[config.mk]
export PLATFORM = sky130hd
export DESIGN_NAME = axi_lite_pt_monitor
export DESIGN_NICKNAME = d
export VERILOG_FILES = /design/src/rtl/axi_lite_pt_monitor.sv
export SDC_FILE = /design/constraint.sdc
export NUM_CORES = 1
export LEC_CHECK = 0
export ABC_AREA = 1
export ABC_CLOCK_PERIOD_IN_PS = 5700
export BUFFER_PORTS_ARGS = -buffer_cell sky130_fd_sc_hd__buf_4
export CORE_UTILIZATION = 55
export CTS_CLUSTER_SIZE = 30
export DETAILED_ROUTE_END_ITERATION = 12
export PLACE_DENSITY = 0.74
export RECOVER_POWER = 25
export SETUP_SLACK_MARGIN = 0.3
export SLEW_MARGIN = 20
export SYNTH_ARGS = -nofsm -noshare
export SYNTH_HDL_FRONTEND = slang
export SYNTH_SLANG_ARGS = --single-unit
[constraint.sdc]
create_clock -name aclk -period 5.7 [get_ports aclk]
set_clock_uncertainty 0.1 [all_clocks]
set_input_delay 0.57 -clock aclk [delete_from_list [all_inputs] [get_ports aclk]]
set_output_delay 0.57 -clock aclk [all_outputs]
set_load 0.02 [all_outputs]
[src/rtl/axi_lite_pt_monitor.sv]
// Passive AXI4-Lite monitor: transaction/error counters, outstanding tracking,
// worst-case read latency via a timestamp FIFO, and sticky protocol violations.
module axi_lite_pt_monitor #(
  parameter  int MAX_OUTSTANDING = 4,
  parameter  int CNT_W           = 32,
  localparam int OUT_W           = $clog2(MAX_OUTSTANDING + 1)
) (
  input  logic             aclk,
  input  logic             aresetn,
  input  logic             clr,
  input  logic             awvalid,
  input  logic             awready,
  input  logic             wvalid,
  input  logic             wready,
  input  logic             arvalid,
  input  logic             arready,
  input  logic             bvalid,
  input  logic             bready,
  input  logic             rvalid,
  input  logic             rready,
  input  logic [1:0]       bresp,
  input  logic [1:0]       rresp,
  output logic [CNT_W-1:0] wr_count,
  output logic [CNT_W-1:0] rd_count,
  output logic [CNT_W-1:0] err_count,
  output logic [OUT_W-1:0] wr_outstanding,
  output logic [OUT_W-1:0] rd_outstanding,
  output logic [CNT_W-1:0] rd_lat_max,
  output logic [7:0]       viol,
  output logic             irq
);

  localparam int             PTR_W   = (MAX_OUTSTANDING > 1) ? $clog2(MAX_OUTSTANDING) : 1;
  localparam logic [OUT_W-1:0] OUT_MAX = OUT_W'(MAX_OUTSTANDING);

  logic [CNT_W-1:0] ts_q, wr_cnt_q, wr_cnt_d, rd_cnt_q, rd_cnt_d, err_cnt_q, err_cnt_d;
  logic [CNT_W-1:0] lat_max_q, lat_max_d, lat;
  logic [OUT_W-1:0] wr_out_q, wr_out_d, rd_out_q, rd_out_d, fifo_cnt_q, fifo_cnt_d;
  logic [PTR_W-1:0] wptr_q, wptr_d, rptr_q, rptr_d;
  logic [CNT_W-1:0] mem_q [MAX_OUTSTANDING];
  logic [7:0]       viol_q, viol_d, viol_new;
  logic [4:0]       stall_q, stall_d;
  logic             irq_q;
  logic             aw_hs, ar_hs, b_hs, r_hs, push, pop;

  function automatic logic [CNT_W-1:0] sat_add(input logic [CNT_W-1:0] v, input logic [1:0] n);
    logic [CNT_W:0] s;
    s = {1'b0, v} + (CNT_W+1)'(n);
    return s[CNT_W] ? '1 : s[CNT_W-1:0];
  endfunction

  // A response at zero holds the count at zero even if a request arrives alongside.
  function automatic logic [OUT_W-1:0] next_out(input logic [OUT_W-1:0] cnt,
                                                input logic req, input logic rsp);
    if (rsp && cnt == '0)           return '0;
    if (req && rsp)                 return cnt;
    if (req && cnt != OUT_MAX)      return cnt + OUT_W'(1);
    if (rsp)                        return cnt - OUT_W'(1);
    return cnt;
  endfunction

  function automatic logic [PTR_W-1:0] next_ptr(input logic [PTR_W-1:0] p);
    return (p == PTR_W'(MAX_OUTSTANDING - 1)) ? '0 : p + PTR_W'(1);
  endfunction

  always_comb begin
    aw_hs = awvalid & awready;
    ar_hs = arvalid & arready;
    b_hs  = bvalid & bready;
    r_hs  = rvalid & rready;

    stall_d = {rvalid & ~rready, bvalid & ~bready, arvalid & ~arready,
               wvalid & ~wready, awvalid & ~awready};
    viol_new[0] = stall_q[0] & ~awvalid;
    viol_new[1] = stall_q[1] & ~wvalid;
    viol_new[2] = stall_q[2] & ~arvalid;
    viol_new[3] = stall_q[3] & ~bvalid;
    viol_new[4] = stall_q[4] & ~rvalid;
    viol_new[5] = b_hs & (wr_out_q == '0);
    viol_new[6] = r_hs & (rd_out_q == '0);
    viol_new[7] = (aw_hs & (wr_out_q == OUT_MAX)) | (ar_hs & (rd_out_q == OUT_MAX));

    wr_out_d = next_out(wr_out_q, aw_hs, b_hs);
    rd_out_d = next_out(rd_out_q, ar_hs, r_hs);

    pop  = r_hs & (fifo_cnt_q != '0);
    push = ar_hs & (rd_out_q != OUT_MAX) & ((fifo_cnt_q != OUT_MAX) | pop);
    wptr_d     = push ? next_ptr(wptr_q) : wptr_q;
    rptr_d     = pop  ? next_ptr(rptr_q) : rptr_q;
    fifo_cnt_d = fifo_cnt_q;
    if (push && !pop)      fifo_cnt_d = fifo_cnt_q + OUT_W'(1);
    else if (pop && !push) fifo_cnt_d = fifo_cnt_q - OUT_W'(1);
    lat = ts_q - mem_q[rptr_q];

    if (clr) begin
      wr_cnt_d  = '0;
      rd_cnt_d  = '0;
      err_cnt_d = '0;
      lat_max_d = '0;
      viol_d    = '0;
    end else begin
      wr_cnt_d  = sat_add(wr_cnt_q, {1'b0, b_hs});
      rd_cnt_d  = sat_add(rd_cnt_q, {1'b0, r_hs});
      err_cnt_d = sat_add(err_cnt_q, 2'(b_hs & (bresp != 2'b00)) + 2'(r_hs & (rresp != 2'b00)));
      lat_max_d = (pop && lat > lat_max_q) ? lat : lat_max_q;
      viol_d    = viol_q | viol_new;
    end
  end

  always_ff @(posedge aclk or negedge aresetn) begin
    if (!aresetn) begin
      ts_q       <= '0;
      wr_cnt_q   <= '0;
      rd_cnt_q   <= '0;
      err_cnt_q  <= '0;
      lat_max_q  <= '0;
      wr_out_q   <= '0;
      rd_out_q   <= '0;
      fifo_cnt_q <= '0;
      wptr_q     <= '0;
      rptr_q     <= '0;
      viol_q     <= '0;
      stall_q    <= '0;
      irq_q      <= 1'b0;
    end else begin
      ts_q       <= ts_q + CNT_W'(1);
      wr_cnt_q   <= wr_cnt_d;
      rd_cnt_q   <= rd_cnt_d;
      err_cnt_q  <= err_cnt_d;
      lat_max_q  <= lat_max_d;
      wr_out_q   <= wr_out_d;
      rd_out_q   <= rd_out_d;
      fifo_cnt_q <= fifo_cnt_d;
      wptr_q     <= wptr_d;
      rptr_q     <= rptr_d;
      viol_q     <= viol_d;
      stall_q    <= stall_d;
      irq_q      <= |viol_q;
    end
  end

  always_ff @(posedge aclk) begin
    if (push) mem_q[wptr_q] <= ts_q;
  end

  assign wr_count       = wr_cnt_q;
  assign rd_count       = rd_cnt_q;
  assign err_count      = err_cnt_q;
  assign wr_outstanding = wr_out_q;
  assign rd_outstanding = rd_out_q;
  assign rd_lat_max     = lat_max_q;
  assign viol           = viol_q;
  assign irq            = irq_q;

endmodule

==> results of run 1 <==
-- cell usage after synthesis, types with 10 or more instances --
| cell | n | area [µm²] |
|---|---|---|
| nand2_1 | 578 | 2170 |
| inv_1 | 352 | 1320 |
| dfrtp_1 | 187 | 4680 |
| nor2_1 | 171 | 642 |
| nand3_1 | 152 | 761 |
| edfxtp_1 | 128 | 3840 |
| a21oi_1 | 107 | 536 |
| ha_1 | 82 | 1030 |
| xor2_1 | 62 | 543 |
| o21ai_0 | 55 | 275 |
| nand4_1 | 41 | 257 |
| nor3_1 | 41 | 205 |
| xnor2_1 | 36 | 315 |
| a32o_1 | 30 | 300 |
| clkbuf_1 | 29 | 109 |
| o21ai_1 | 16 | 80.1 |
| nor2_2 | 13 | 81.3 |
| and2_1 | 11 | 68.8 |
| nand2_2 | 11 | 68.8 |
| nand3b_1 | 10 | 75.1 |
| nor4_1 | 10 | 62.6 |
| or2_2 | 10 | 62.6 |
-- metrics by stage --
step / hold WS (ns) / cells / cell area, µm² / setup slack, ns / util (%)
final: 0.109 / 2848 / 21100 / 0.876 / 64.9
after global routing: 0.0924 / 2848 / 21100 / 0.372 / 64.9
after CTS: 0.0947 / 2848 / 21100 / 0.697 / 64.9
after detailed placement: 0.380 / 2783 / 19900 / 0.743 / 61.0
after global placement: 0.366 / 2783 / 19900 / 0.778 / 61.0
after floorplan: 0.174 / 2217 / 18200 / 1.63 / -
-- cell type report --
type,instances,area share [%]
clock buffers,52,5.14
flip-flops and latches,315,40.4
well taps,442,2.62
repair buffers,173,6.23
multi-input cells,1496,38.5
clock inverters,12,0.806
inverters,358,6.38
-- registers in the layout (all words and copies together) (netlist names), 5 cells and up --
signal / cells
rd_lat_max: 32
viol: 8
ts_q: 32
wr_count: 32
stall_q: 5
err_count: 32
mem_q: 128
rd_count: 32
-- kinds of logic after synthesis --
logic type	Yosys count	share of synthesized area, %
AO/OA/AOI/OAI	230	7.39
AND/OR/NAND/NOR	1082	26.5
buffers and inverters	406	8.56
flip-flops	315	46.8
multiplexers	1	0.0619
XOR/XNOR	98	4.72
adder cells (fa/ha/maj)	85	5.97
-- critical path: stages (launching register included) --
cell and delay (ns):
dfrtp_4 0.64, clkinv_1 0.10, buf_4 0.32, nand2_1 0.09, a32o_1 0.25, ha_1 0.41, nand2_1 0.14, nor2_1 0.21
inv_1 0.06, nor3_1 0.19, nand2_1 0.12, nand2_1 0.16, nand2_1 0.09, nand3_1 0.07, nand2_1 0.07, ha_1 0.30
nand2_1 0.10, nor3_2 0.19, nand2_1 0.07, nor2_1 0.13, nand2_1 0.09, a21oi_1 0.33, buf_4 0.30, nand3_1 0.11
nand2_1 0.09
-- repair_timing --
item | 4_1_cts | 5_1_grt
hold buffers | 1 | 0
resized for setup | 0 | 3
endpoints found under the setup margin | 0 | 28
hold endpoints to repair | 52 | 0
-- path summary, 6_finish.rpt --
| check | from | to | slack (ns) | cells past startpoint |
|---|---|---|---|---|
| max in group asynchronous | aresetn | wptr_q[0] | 3.92 | 3 |
| setup reg to reg | rptr_q[0] | rd_lat_max[5] | 0.88 | 24 |
| setup / recovery | rptr_q[0] | rd_lat_max[5] | 0.88 | 24 |
| hold reg to reg | stall_q[2] | viol[2] | 0.40 | 2 |
| min in group asynchronous | aresetn | err_count[10] | 0.51 | 2 |
| hold / removal | rready | stall_q[4] | 0.11 | 2 |
-- power breakdown --
group	internal [W]	switching (W)	total (W)	leakage, nW
logic	0.00110	0.00200	0.00310	5.93
clock network	0.00150	0.000924	0.00243	0.620
registers	0.00256	0.000178	0.00274	3.82
-- layer usage --
| layer | GRT usage (%) | wire length, µm | vias up | share of wire [%] |
|---|---|---|---|---|
| met5 | 0 | 0 | - | 0 |
| met1 | 37.6 | 20300 | 7308 | 43 |
| met3 | 4.22 | 2750 | 88 | 5.8 |
| li1 | - | - | 7539 | - |
| met2 | 47.9 | 23000 | 481 | 49 |
| met4 | 8.23 | 1200 | 0 | 2.5 |
==> impl_metrics.env, run 1 <==
export IMPL_synth_edf_count=128
export IMPL_numClockSinks=315
export IMPL_die_w_um=184
export IMPL_clockBufferDepth=3
export IMPL_antenna_left=0
export IMPL_grt_pass1_wl_um=76200
export IMPL_syn_num_nets=2319
export IMPL_grt_max_degree=122
export IMPL_fillCellCount=2811
export IMPL_peakVddDrop_v=0.000270
export IMPL_grt_usage_pct=28.3
export IMPL_grt_pass1_vias=14800
export IMPL_violations="max-capacitance violations, max-slew violations"
export IMPL_worst_setup_path_type="reg -> reg"
export IMPL_tns_ns=0
export IMPL_slew_headroom_pct=-61.0
export IMPL_worstPathMaxFanout=35
export IMPL_post_cts_buffers=0
export IMPL_synth_cells=2217
export IMPL_drt_wl_total_um=47200
export IMPL_outcome="finished with violations"
export IMPL_seq_area_um2=8530
export IMPL_hold_path_class="in -> reg"
export IMPL_start_util_pct=55.9
export IMPL_p_total_w=0.00827
export IMPL_drcViolationCount=0
export IMPL_slew_viol_final=50
export IMPL_max_cap_viol_count=1
export IMPL_cts_tree="done"
export IMPL_period_minus_slack_ns=4.82
export IMPL_synthFlopType="dfrtp_1"
export IMPL_crit_path_end_kind="flop"
export IMPL_synth_seq_cells=315
export IMPL_finalCritPeriodShare_pct=84.6
export IMPL_final_common_cell="nand2_1"
export IMPL_drive_gt1_share_pct=12.5
export IMPL_area_delta_synth_final_pct=16.1
export IMPL_ys_seq_area_share_pct=46.8
export IMPL_finalSetupViolations=0
export IMPL_core_area_um2=32500
export IMPL_die_h_um=184
export IMPL_rsz0062_at_grt="false"
export IMPL_routed_via_density=5.41
export IMPL_ys_types=45
export IMPL_final_cell_mix="nand2_1 (578), inv_1 (351), dfrtp_1 (186)"
export IMPL_dr_total_vias=15400
export IMPL_async_flop_share_pct=59.4
export IMPL_avgRoutedWirePerCell_um=16.6
export IMPL_synth_avg_cell_area_um2=8.21
export IMPL_overflow=0
export IMPL_cts_buffers=36
export IMPL_start_kind="flop"
export IMPL_antenna_found_initial=0
export IMPL_clock_root_buffer="clkbuf_16"
export IMPL_io_pins=160
export IMPL_rows=66
export IMPL_leakage_nw=10.4
export IMPL_tightestPinTransition_ns=2.42
export IMPL_die_area_um2=33800
export IMPL_final_nets=2482
export IMPL_insertion_delay_ns=0.52
export IMPL_drt_first_iter_violations=1131
export IMPL_ys_warn_count=0
export IMPL_portBuffers=159
export IMPL_worstPathRequired_ns=6.05
export IMPL_gp_congestion=0.962
export IMPL_p_per_area_nw_per_um2=391
export IMPL_synth_area_um2=18200
export IMPL_h_tree_depth=2
export IMPL_path_clk_slew_ns=0.06
export IMPL_cp_arrival_ns=5.17
export IMPL_multi_input_area_um2=8120
export IMPL_place_hpwl_um=34600
export IMPL_first_pass_iters=5
export IMPL_max_freq_mhz=207
export IMPL_antenna_cells=0
export IMPL_hold_viol_final=0
No activity file was read; power rests on OpenSTA's default activity.
==> run 2, diff against run 1 <==
- ABC_CLOCK_PERIOD_IN_PS: 5700 -> 4100
- PLACE_DENSITY: 0.74 -> 0.77
- clock period: 5.7 -> 4.1 ns (I/O delays scaled with it)
==> run 2 against run 1 <==
Compared with the run above: critical path depth grew 4; cell area rose by 13%; combinational power increased by 140%; cell count grew 4.9%; count of clock-buffer cells in the layout decreased by 3; the flow finishes with violations (negative setup slack); non-clock buffer count is 141 higher; maximum frequency is 15% higher; register-to-register slack worse by 0.98 ns; first-iteration DRC count increased by 76%; sequential share of layout area shrank 4.6 points.
==> impl_metrics.env, run 2 (synthesis gave the netlist of run 1 again) <==
export IMPL_outcome="finished with violations"
export IMPL_violations="negative setup slack"
export IMPL_rsz0062_at_grt="true"
export IMPL_numClockSinks=315
export IMPL_tns_ns=-2.18
export IMPL_avgRoutedWirePerCell_um=19.2
export IMPL_largest_reg_flops=128
export IMPL_portBuffers=159
export IMPL_max_freq_mhz=238
export IMPL_cts_buffers=35
export IMPL_finalSetupViolations=32
export IMPL_drt_first_iter_violations=1986
export IMPL_first_pass_iters=6
export IMPL_clock_root_buffer="clkbuf_16"
export IMPL_finalCritPeriodShare_pct=102
export IMPL_fin_ws_ns=-0.100
export IMPL_grt_pass1_wl_um=85500
export IMPL_final_area_um2=23800
export IMPL_rrSetupSlack_ns=-0.10
export IMPL_clockBufferDepth=3
export IMPL_reg2reg_to="rd_lat_max[12]"
export IMPL_path_clk_slew_ns=0.06
export IMPL_antenna_found_initial=0
export IMPL_cts_tree="done"
export IMPL_cp_slowest_cell="dfrtp_2"
export IMPL_overflow=0
export IMPL_gp_congestion=0.965
export IMPL_grt_pass1_vias=16200
export IMPL_worstPathMaxFanout=5
export IMPL_antenna_left=0
export IMPL_die_area_um2=33800
export IMPL_cp_arrival_ns=4.55
export IMPL_insertion_delay_ns=0.53
export IMPL_drive_gt1_share_pct=26.8
export IMPL_area_delta_synth_final_pct=30.9
export IMPL_leakage_nw=11.5
export IMPL_period_minus_slack_ns=4.20
export IMPL_slew_viol_final=0
export IMPL_core_area_um2=32500
export IMPL_final_cell_mix="nand2_1 (483), inv_1 (340), buf_4 (261)"
export IMPL_peakVddDrop_v=0.000401
export IMPL_routed_via_density=5.72
export IMPL_dpl_cell_area_um2=20500
export IMPL_worst_setup_path_type="reg -> reg"
export IMPL_slew_headroom_pct=32.6
export IMPL_seq_area_um2=8520
export IMPL_met3_length_um=4930
export IMPL_dr_total_vias=17100
export IMPL_io_pins=160
export IMPL_fillCellCount=2297
export IMPL_start_kind="flop"
export IMPL_crit_top_cell="nand2_1"
export IMPL_tightestPinTransition_ns=1.01
export IMPL_r2r_start="rptr_q[0]"
export IMPL_max_cap_viol_count=0
export IMPL_p_per_area_nw_per_um2=609
export IMPL_die_w_um=184
export IMPL_worstHoldStart="awvalid"
export IMPL_start_util_pct=55.9
export IMPL_hold_path_class="in -> reg"
export IMPL_final_common_cell="nand2_1"
export IMPL_final_nets=2622
export IMPL_place_hpwl_um=35600
export IMPL_crit_path_end_kind="flop"
export IMPL_grt_max_degree=106
export IMPL_dr_wl_met2_um=26400
export IMPL_grt_usage_pct=32.3
export IMPL_cpPeakStageDelay_ns=0.46
export IMPL_worst_r2r_cell_count=28
export IMPL_h_tree_depth=2
export IMPL_worstPathRequired_ns=4.45
export IMPL_whs_path_depth=3
export IMPL_multi_input_area_um2=9450
export IMPL_drcViolationCount=0
export IMPL_hold_viol_final=0
export IMPL_top_register="mem_q"
export IMPL_wl_met1_um=23500
export IMPL_rows=66
export IMPL_drt_wl_total_um=57400
export IMPL_hold_end="stall_q[0]"
export IMPL_post_route_util_pct=73.2
export IMPL_die_h_um=184
export IMPL_antenna_cells=0
export IMPL_maxUsedRoutingLayer="met4"
[run 2: changes by cell type in the layout (fill, tap and decap cells not counted), moves of 15 or more]
cell	before	now
a32o_1	30	13
nand2_2	11	80
nand2_1	578	483
buf_4	164	261
a21oi_1	107	86
nor2_2	17	32
a21oi_2	0	19
nand3_1	152	134
nand2_4	0	25
nor2_1	167	138
ha_1	82	45
ha_4	0	36
buf_6	0	20
a32o_2	0	17
[run 2: layout make-up]
class                   instances  area share (%)
multi-input cells            1496            39.7
inverters                     358            5.67
repair buffers                314            11.6
clock inverters                13           0.704
well taps                     442            2.32
clock buffers                  49            4.24
flip-flops and latches        315            35.8
[run 2: per-layer routing]
| layer | GRT usage [%] | vias up |
|---|---|---|
| li1 | - | 7801 |
| met1 | 43.8 | 8131 |
| met2 | 52.3 | 904 |
| met3 | 5.49 | 236 |
| met4 | 11.6 | 0 |
| met5 | 0 | - |
[run 2: where the power goes]
part | leakage, nW | switching [W] | internal [W] | total, W
combinational | 7.07 | 0.00419 | 0.00325 | 0.00745
sequential | 3.82 | 0.000205 | 0.00356 | 0.00376
clock | 0.583 | 0.00131 | 0.00197 | 0.00329
total | 11.5 | 0.00571 | 0.00878 | 0.0145
[run 2: what timing repair did]
action                     CTS  global route
pin swaps                   50            58
resized for setup          214           140
hold endpoints to repair    84             0
setup endpoints to repair   32            32
gates cloned                 9             3
setup buffers               34            13
hold buffers                 6             0
[run 2: worst max path at each step]
stage / startpoint / to / slack [ns] / cells after the start
finish: rptr_q[0] / rd_lat_max[12] / -0.10 / 28
global route: rptr_q[0] / rd_lat_max[28] / -0.27 / 28
CTS: rptr_q[0] / rd_lat_max[20] / 0.20 / 23
detailed placement: rptr_q[0] / rd_lat_max[12] / -0.14 / 26
global placement: rptr_q[0] / rd_lat_max[31] / -0.12 / 26
floorplan: rptr_q[0] / rd_lat_max[17] / 0.31 / 27
[run 2: critical path, delay by kind of cell (launching register included)]
kind,cells,cell delay [ns]
AO/OA/AOI/OAI,3,0.65
AND/OR/NAND/NOR,15,1.49
buffers and inverters,8,0.80
flip-flops,1,0.46
adder cells (fa/ha/maj),2,0.61
[run 2: per-stage QoR]
stage          total power [W]  std cells  worst slack (ns)  hold WS (ns)
2_1_floorplan          0.00682       2217             0.314        0.0144
5_1_grt                 0.0151       2987            -0.270        0.0422
3_5_place_dp           0.00873       2860            -0.141         0.387
3_3_place_gp           0.00860       2860            -0.118         0.370
6_report                0.0145       2987            -0.100        0.0519
4_1_cts                 0.0134       2971             0.196        0.0400
